[config.mk]
export PLATFORM = sky130hd
export DESIGN_NAME = preproc_flag_packer
export DESIGN_NICKNAME = d
export VERILOG_FILES = /design/src/rtl/preproc_flag_packer.sv
export SDC_FILE = /design/constraint.sdc
export NUM_CORES = 2
export LEC_CHECK = 0
export CORE_ASPECT_RATIO = 1.25
export CORE_MARGIN = 4
export CORE_UTILIZATION = 45
export DETAILED_ROUTE_END_ITERATION = 10
export HOLD_SLACK_MARGIN = 0.15
export PLACE_DENSITY = 0.72
export SLEW_MARGIN = 20
export SYNTH_ARGS = -nofsm -noshare
export SYNTH_HDL_FRONTEND = slang
export SYNTH_SLANG_ARGS = --single-unit
[constraint.sdc]
create_clock -name clk -period 10.15 [get_ports clk]
set_input_delay 1.5225 -clock clk [delete_from_list [all_inputs] [get_ports clk]]
set_output_delay 1.5225 -clock clk [all_outputs]
set_load 0.01 [all_outputs]
[src/rtl/preproc_flag_packer.sv]
// preproc_flag_packer: packs per-pixel feature flags four to a 32-bit word, with frame headers, into an output FIFO
module preproc_flag_packer #(
  parameter int FRAME_W    = 1280,
  parameter int FRAME_H    = 720,
  parameter int FIFO_DEPTH = 64
) (
  input  logic        clk,
  input  logic        rst,
  input  logic        i_valid,
  input  logic        i_sof,
  input  logic        i_edge,
  input  logic        i_thresh,
  input  logic        i_motion,
  input  logic [1:0]  i_color,
  output logic [31:0] m_data,
  output logic        m_valid,
  output logic        m_last,
  input  logic        m_ready,
  output logic [15:0] o_frame_cnt,
  output logic        o_overflow,
  output logic        o_short
);
  localparam int NPIX = FRAME_W * FRAME_H;
  localparam int CW = $clog2(NPIX) + 1;
  localparam int AW = $clog2(FIFO_DEPTH);
  localparam logic [15:0] HDR = 16'hF5A0;
  typedef enum logic {IDLE, PACK} state_t;
  state_t state_q, state_d;
  logic [CW-1:0] pix_q, pix_d;
  logic [23:0] acc_q, acc_d;
  logic [31:0] stg_q, stg_d;
  logic stg_v_q, stg_v_d, stg_last_q, stg_last_d;
  logic [15:0] pend_q, pend_d;
  logic pend_v_q, pend_v_d;
  logic [15:0] cnt_q, cnt_d;
  logic ovf_q, ovf_d, short_q, short_d;
  logic [32:0] mem_q [FIFO_DEPTH];
  logic [AW-1:0] wp_q, wp_d, rp_q, rp_d;
  logic [AW:0] mcnt_q, mcnt_d;
  logic [31:0] dout_q, dout_d;
  logic last_q, last_d, val_q, val_d;
  logic [7:0] px;
  logic sof, pix, pop, full, wr_req, wr_en, ld;
  logic [32:0] wr_word;
  always_comb begin
    px = {3'b000, i_color, i_motion, i_thresh, i_edge};
    sof = i_valid && i_sof;
    pix = i_valid && !i_sof && state_q == PACK;
    state_d = state_q;
    pix_d = pix_q;
    acc_d = acc_q;
    stg_d = stg_q;
    stg_v_d = 1'b0;
    stg_last_d = stg_last_q;
    cnt_d = cnt_q;
    short_d = short_q;
    if (sof) begin
      state_d = PACK;
      pix_d = CW'(1);
      acc_d[7:0] = px;
      cnt_d = cnt_q + 16'd1;
      short_d = short_q || state_q == PACK;
    end else if (pix) begin
      pix_d = pix_q + CW'(1);
      if (pix_q[1:0] == 2'd3) begin
        stg_v_d = 1'b1;
        stg_d = {px, acc_q};
        stg_last_d = pix_q == CW'(NPIX - 1);
        state_d = stg_last_d ? IDLE : PACK;
      end else begin
        acc_d[{pix_q[1:0], 3'b000} +: 8] = px;
      end
    end
    // a header colliding with a staged data word waits one cycle behind it
    pend_v_d = sof ? (stg_v_q || pend_v_q) : (pend_v_q && stg_v_q);
    pend_d = (sof && (stg_v_q || pend_v_q)) ? cnt_q : pend_q;
    wr_req = stg_v_q || pend_v_q || sof;
    wr_word = stg_v_q ? {stg_last_q, stg_q} : pend_v_q ? {1'b0, HDR, pend_q} : {1'b0, HDR, cnt_q};
    pop = val_q && m_ready;
    full = (mcnt_q + (AW+1)'(val_q)) == (AW+1)'(FIFO_DEPTH) && !pop;
    wr_en = wr_req && !full;
    ovf_d = ovf_q || (wr_req && full);
    ld = (!val_q || m_ready) && mcnt_q != '0;
    mcnt_d = mcnt_q + (AW+1)'(wr_en) - (AW+1)'(ld);
    wp_d = wp_q + AW'(wr_en);
    rp_d = rp_q + AW'(ld);
    val_d = ld || (val_q && !m_ready);
    dout_d = ld ? mem_q[rp_q][31:0] : dout_q;
    last_d = ld ? mem_q[rp_q][32] : last_q;
  end
  always_ff @(posedge clk) begin
    if (rst) begin
      state_q <= IDLE;
      pix_q <= '0;
      acc_q <= '0;
      stg_q <= '0;
      stg_v_q <= 1'b0;
      stg_last_q <= 1'b0;
      pend_q <= '0;
      pend_v_q <= 1'b0;
      cnt_q <= '0;
      ovf_q <= 1'b0;
      short_q <= 1'b0;
      wp_q <= '0;
      rp_q <= '0;
      mcnt_q <= '0;
      dout_q <= '0;
      last_q <= 1'b0;
      val_q <= 1'b0;
    end else begin
      state_q <= state_d;
      pix_q <= pix_d;
      acc_q <= acc_d;
      stg_q <= stg_d;
      stg_v_q <= stg_v_d;
      stg_last_q <= stg_last_d;
      pend_q <= pend_d;
      pend_v_q <= pend_v_d;
      cnt_q <= cnt_d;
      ovf_q <= ovf_d;
      short_q <= short_d;
      wp_q <= wp_d;
      rp_q <= rp_d;
      mcnt_q <= mcnt_d;
      dout_q <= dout_d;
      last_q <= last_d;
      val_q <= val_d;
    end
  end
  always_ff @(posedge clk) begin
    if (wr_en) mem_q[wp_q] <= wr_word;
  end
  assign m_data = dout_q;
  assign m_last = last_q;
  assign m_valid = val_q;
  assign o_frame_cnt = cnt_q;
  assign o_overflow = ovf_q;
  assign o_short = short_q;
endmodule

Yosys cells after proc, flatten, opt, wreduce, memory -nomap -nowiden. Memories as Yosys holds them, arrays and structs flattened. A register that Yosys moved wholly into a read port is not among the register bits. Index checks and enable logic that the tools add are counted.

Add/subtract/negate cells: 8. Equality and inequality tests: 4. Shifts and indexed selects: 2. Bitwise operators: 3. Multiplexer cells: 16. Reductions and logical operators: 32.

Operators by type and width (count): 33-bit two-way mux (1); 24-bit bitwise mux (1); 8-bit by 7-bit variable shift with 24-bit output, first input constant (1); 8-bit by 7-bit indexed part select with 24-bit output (1); 21-bit by 1-bit adder with 21-bit output, second input constant (1); 21-bit by 20-bit == test with 1-bit output, second input constant (1); 16-bit by 1-bit adder with 16-bit output, second input constant (1); 16-bit two-way mux (1); 5-bit two-way mux (3); 7-bit by 1-bit adder with 7-bit output (2); 6-bit by 1-bit adder with 6-bit output (2); 1-bit logical AND (11); 1-bit two-way mux (10); 7-bit == test, second input constant (1); 5-bit negation with 7-bit output (1); 7-bit nonzero test (1); 7-bit by 1-bit subtractor with 7-bit output (1); 1-bit logical OR (6); 2-bit AND reduction (3); 3-bit AND reduction (2); 1-bit zero test (5); 2-bit nonzero test (2); 1-bit inverter (3); 3-bit OR reduction (1); 3 further kinds (3).

Memory bits (writable): 2112. Memories: 1. Output and inout bits: 52. Register bits: 132.

Memory list: mem_q (depth 64, width 33, rd ports 1, clocked after memory_dff 1, wr ports 1, RTL line 37) `logic [32:0] mem_q [FIFO_DEPTH];`.

Logic depth before layout (Yosys ltp).
Depth after elaboration: 7. Gate-level depth with buffers: 18. Gate-level depth less buffers: 18.

Worst setup path after synthesis. Ideal clock, no wire load.

Path type: register to register. Start: register pend_v_q. End: memory mem_q[0][10] (data pin). Setup time: 0.702 ns. Period minus slack after synthesis: 4.551 ns. Stages on the path, launching flop included: 5. Setup slack: 5.599 ns. Arrival: 3.849 ns. Cells stage by stage: dfxtp_1 -> clkbuf_1 -> clkbuf_1 -> mux2i_1 -> o21ai_0.

Longest elaborated chain between the ends: 2.

Ends and longest elaborated chain: from (decl) (RTL line 34) `logic pend_v_q, pend_v_d;`; from (signal assigned) (RTL line 118) `pend_v_q <= pend_v_d;`; 16-bit two-way mux (RTL line 78) `wr_word = stg_v_q ? {stg_last_q, stg_q} : pend_v_q ? {1'b0, HDR, pend_q} : {1'b0, HDR, cnt_q};`; 33-bit two-way mux (RTL line 78); via wr_word[10] (RTL line 44) `logic [32:0] wr_word;`; to (decl) (RTL line 37).

The timed path passes the listed nets, and every way through them passes these cells.

Final worst setup path.
Start: input i_valid. End: memory mem_q[26][11], enable pin.

Longest elaborated chain between the ends: 5.

Ends and longest elaborated chain: from (decl) (RTL line 9) `input logic i_valid,`; 1-bit logical AND (RTL line 47) `sof = i_valid && i_sof;`; 1-bit logical OR (RTL line 77) `wr_req = stg_v_q || pend_v_q || sof;`; 1-bit logical AND (RTL line 81) `wr_en = wr_req && !full;`; 1-bit two-way mux (RTL line 131) `if (wr_en) mem_q[wp_q] <= wr_word;`; 1-bit two-way mux (implied by the code) (RTL line 131).

No other way between the ends.

==> flow_summary.ini <==
[status]
status = finished with violations
violations = DRC

[logic_synthesis]
netlist_area_um2 = 77300
avgSynthCellArea_um2 = 19.0
synth_edf_count = 1856
synthCells = 4080
yosysUniqueCellTypes = 53
ys_ff_latch = 1999
synth_nets = 4115
yosys_most_used_dff = edfxtp_1
synth-warning-count = 0
ys_async_sr_fraction_pct = 0
ys_seq_area_share_pct = 75.8

[placed_design]
portBuffers = 60
gp_congestion = 0.902
placed_cells = 6197
dp_hpwl_mm = 114

[routing]
vias_per_cell = 6.07
wl_per_cell_um = 29.9
drc_errors = 2
highest-signal-layer = met4
met3_length_mm = 17.7
drt-total-wl_mm = 195
drtIter0Drc = 5349
drt_first_pass_iters = 11
vias = 39700
wl_met1_mm = 72.0
ant_nets = 0
wl_met2_mm = 94.7

[floorplanning]
io-pin-count = 62
die_h_um = 471
coreArea_um2 = 170000
initial_core_util_pct = 45.4
dieArea_um2 = 179000
rows = 169
dieWidth_um = 379

[sta]
min_period_over_period_pct = 54.8
setup_viol_count_final = 0
fin_skew_ps = 33.8
finalCriticalPeriod_ps = 5560
slew_headroom_pct = 22.1
worst_slew_pin_slew_ps = 1170
finalHoldViolCount = 0
max_freq_mhz = 180
setup_tns_ps = 0
slew_violations = 0
rsz0062_at_grt = no

[clock_network]
clk_path_buf_depth = 3
htreeDepth = 4
root_buffer = clkbuf_16
cts_setup_buffers = 0
hold_buffers = 0
cts_resized = 0
clk-insertion-delay-late_ps = 820
path_clk_slew_ps = 60
numCtsBuffers = 183
clkSinkCount = 1999
tritoncts = yes

[critical_path]
worstSetupStartpoint = i_valid
worstPathRequired_ps = 10650
rrSetupSlack_ps = 5450
ff2ff_path_depth = 10
worstSetupStartpointType = primary input
reg2reg_to = mem_q[26][11]
worstPathMaxFanout = 17
timing.critical_path.to = mem_q[26][11]
crit_arrival_ps = 6060
endpoint_kind = flop
r2r-start = m_valid
path_class = in2reg

[global_route]
grt_remaining_overflow = 0
track_usage_pct = 21.8
grt_max_degree = 105
antenna_found_initial = 7
grt_first_pass_wirelength_mm = 281
grt_pass1_vias = 39000

[pwr]
power_density_nw_per_um2 = 216
ir_worst_vdd_uv = 199
power.static_leakage_nw = 26.7

[cells_and_area]
nNetsFinal = 4196
drive_gt1_share_pct = 18.1
layout_commonest_cell = edfxtp_1
final_cell_mix = 1856 x edfxtp_1, 360 x mux2i_1, 319 x mux4_2
fillers = 13200
instances_no_fill = 6537
areaGrowthSynthToFinish_pct = 12.0

[run]
maxCapViolCount = 0

[worst_hold_path]
hold_class = reg2reg
## metal layers
metal	vias up	GRT usage [%]
li1	16700	-
met1	20500	28.9
met2	2074	35.0
met3	365	4.03
met4	0	10.9
met5	-	0
## worst max-delay path, cell delays in order
cell and delay, ps:
clkdlybuf4s50_1 560, and2_1 580, nor3_1 200, nor3_1 770, nand3b_1 890, buf_4 490, nor2_2 600, buf_4 410
## how the worst min path moves through the flow
| stage | from | end | slack (ps) | cells past startpoint |
|---|---|---|---|---|
| after floorplan | stg_q[24] | stg_q[24] | 430 | 2 |
| after global placement | pend_q[12] | pend_q[12] | 440 | 2 |
| after detailed placement | acc_q[20] | acc_q[20] | 440 | 2 |
| after CTS | acc_q[0] | acc_q[0] | 450 | 2 |
| after global routing | acc_q[2] | acc_q[2] | 470 | 2 |
| final | acc_q[17] | acc_q[17] | 450 | 2 |
## through the flow
stage | total power, mW | utilization, % | hold slack (ps) | setup WS (ps) | instance area [µm²]
finish | 18.7 | 50.9 | 452 | 4590 | 86600
global route | 19.3 | 50.9 | 468 | 4390 | 86600
CTS | 18.8 | 50.9 | 453 | 4800 | 86600
detailed placement | 12.1 | 47.4 | 444 | 3910 | 80700
global placement | 12.1 | 47.4 | 441 | 4050 | 80700
floorplan | 11.2 | - | 431 | 5600 | 77300
## registers in the layout, indices dropped and copies added, names as in the netlist
name	cells
mem_q	1856
m_data	28
pix_q	21
stg_q	20
o_frame_cnt	16
pend_q	16
acc_q	15
mcnt_q	7
rp_q	6
wp_q	6
m_last	1
m_valid	1
o_overflow	1
o_short	1
pend_v_q	1
state_q	1
stg_last_q	1
stg_v_q	1
## kinds of logic (layout without fill, tap and decap cells)
group                    count (synthesis)  after routing  share of synthesized area [%]
other                                    1              3                        0.00485
buffers and inverters                  261            493                           1.79
AND/OR/NAND/NOR                        537            537                           3.04
multiplexers                           691            691                           14.1
adder cells (fa/ha/maj)                 25             25                          0.414
flip-flops                            1999           1999                           75.8
AO/OA/AOI/OAI                          525            525                           4.39
XOR/XNOR                                41             41                          0.464
## layout make-up
| type | count | area [µm²] | area share (%) |
|---|---|---|---|
| antenna | 2 | 5.00 | 0.00578 |
| clock buffer | 230 | 4920 | 5.68 |
| multi-input combinational | 1820 | 18000 | 20.8 |
| sequential | 1999 | 58600 | 67.7 |
| timing repair buffer | 136 | 1220 | 1.41 |
| tap | 2223 | 2780 | 3.21 |
| clock inverter | 106 | 982 | 1.13 |
| inverter | 21 | 81.3 | 0.0939 |
## synth_stat cells (43+ instances only)
master,instances,share of area [%]
o22ai_1,43,0.35
a21oi_1,149,0.96
a211oi_1,44,0.43
o21ai_0,56,0.36
nand2_1,255,1.2
mux2i_1,360,4.7
nor2_1,144,0.70
o221ai_1,46,0.52
mux4_2,319,9.3
edfxtp_1,1856,72
clkbuf_1,121,0.59
dfxtp_1,143,3.7
o21ai_1,67,0.43
## report_power, final
| part | total, mW | switching (mW) | internal, mW |
|---|---|---|---|
| Combinational | 2.78 | 1.68 | 1.10 |
| Sequential | 9.12 | 0.170 | 8.95 |
| Clock | 6.83 | 2.96 | 3.87 |
Note: power is estimated with default switching activity, not from simulation.
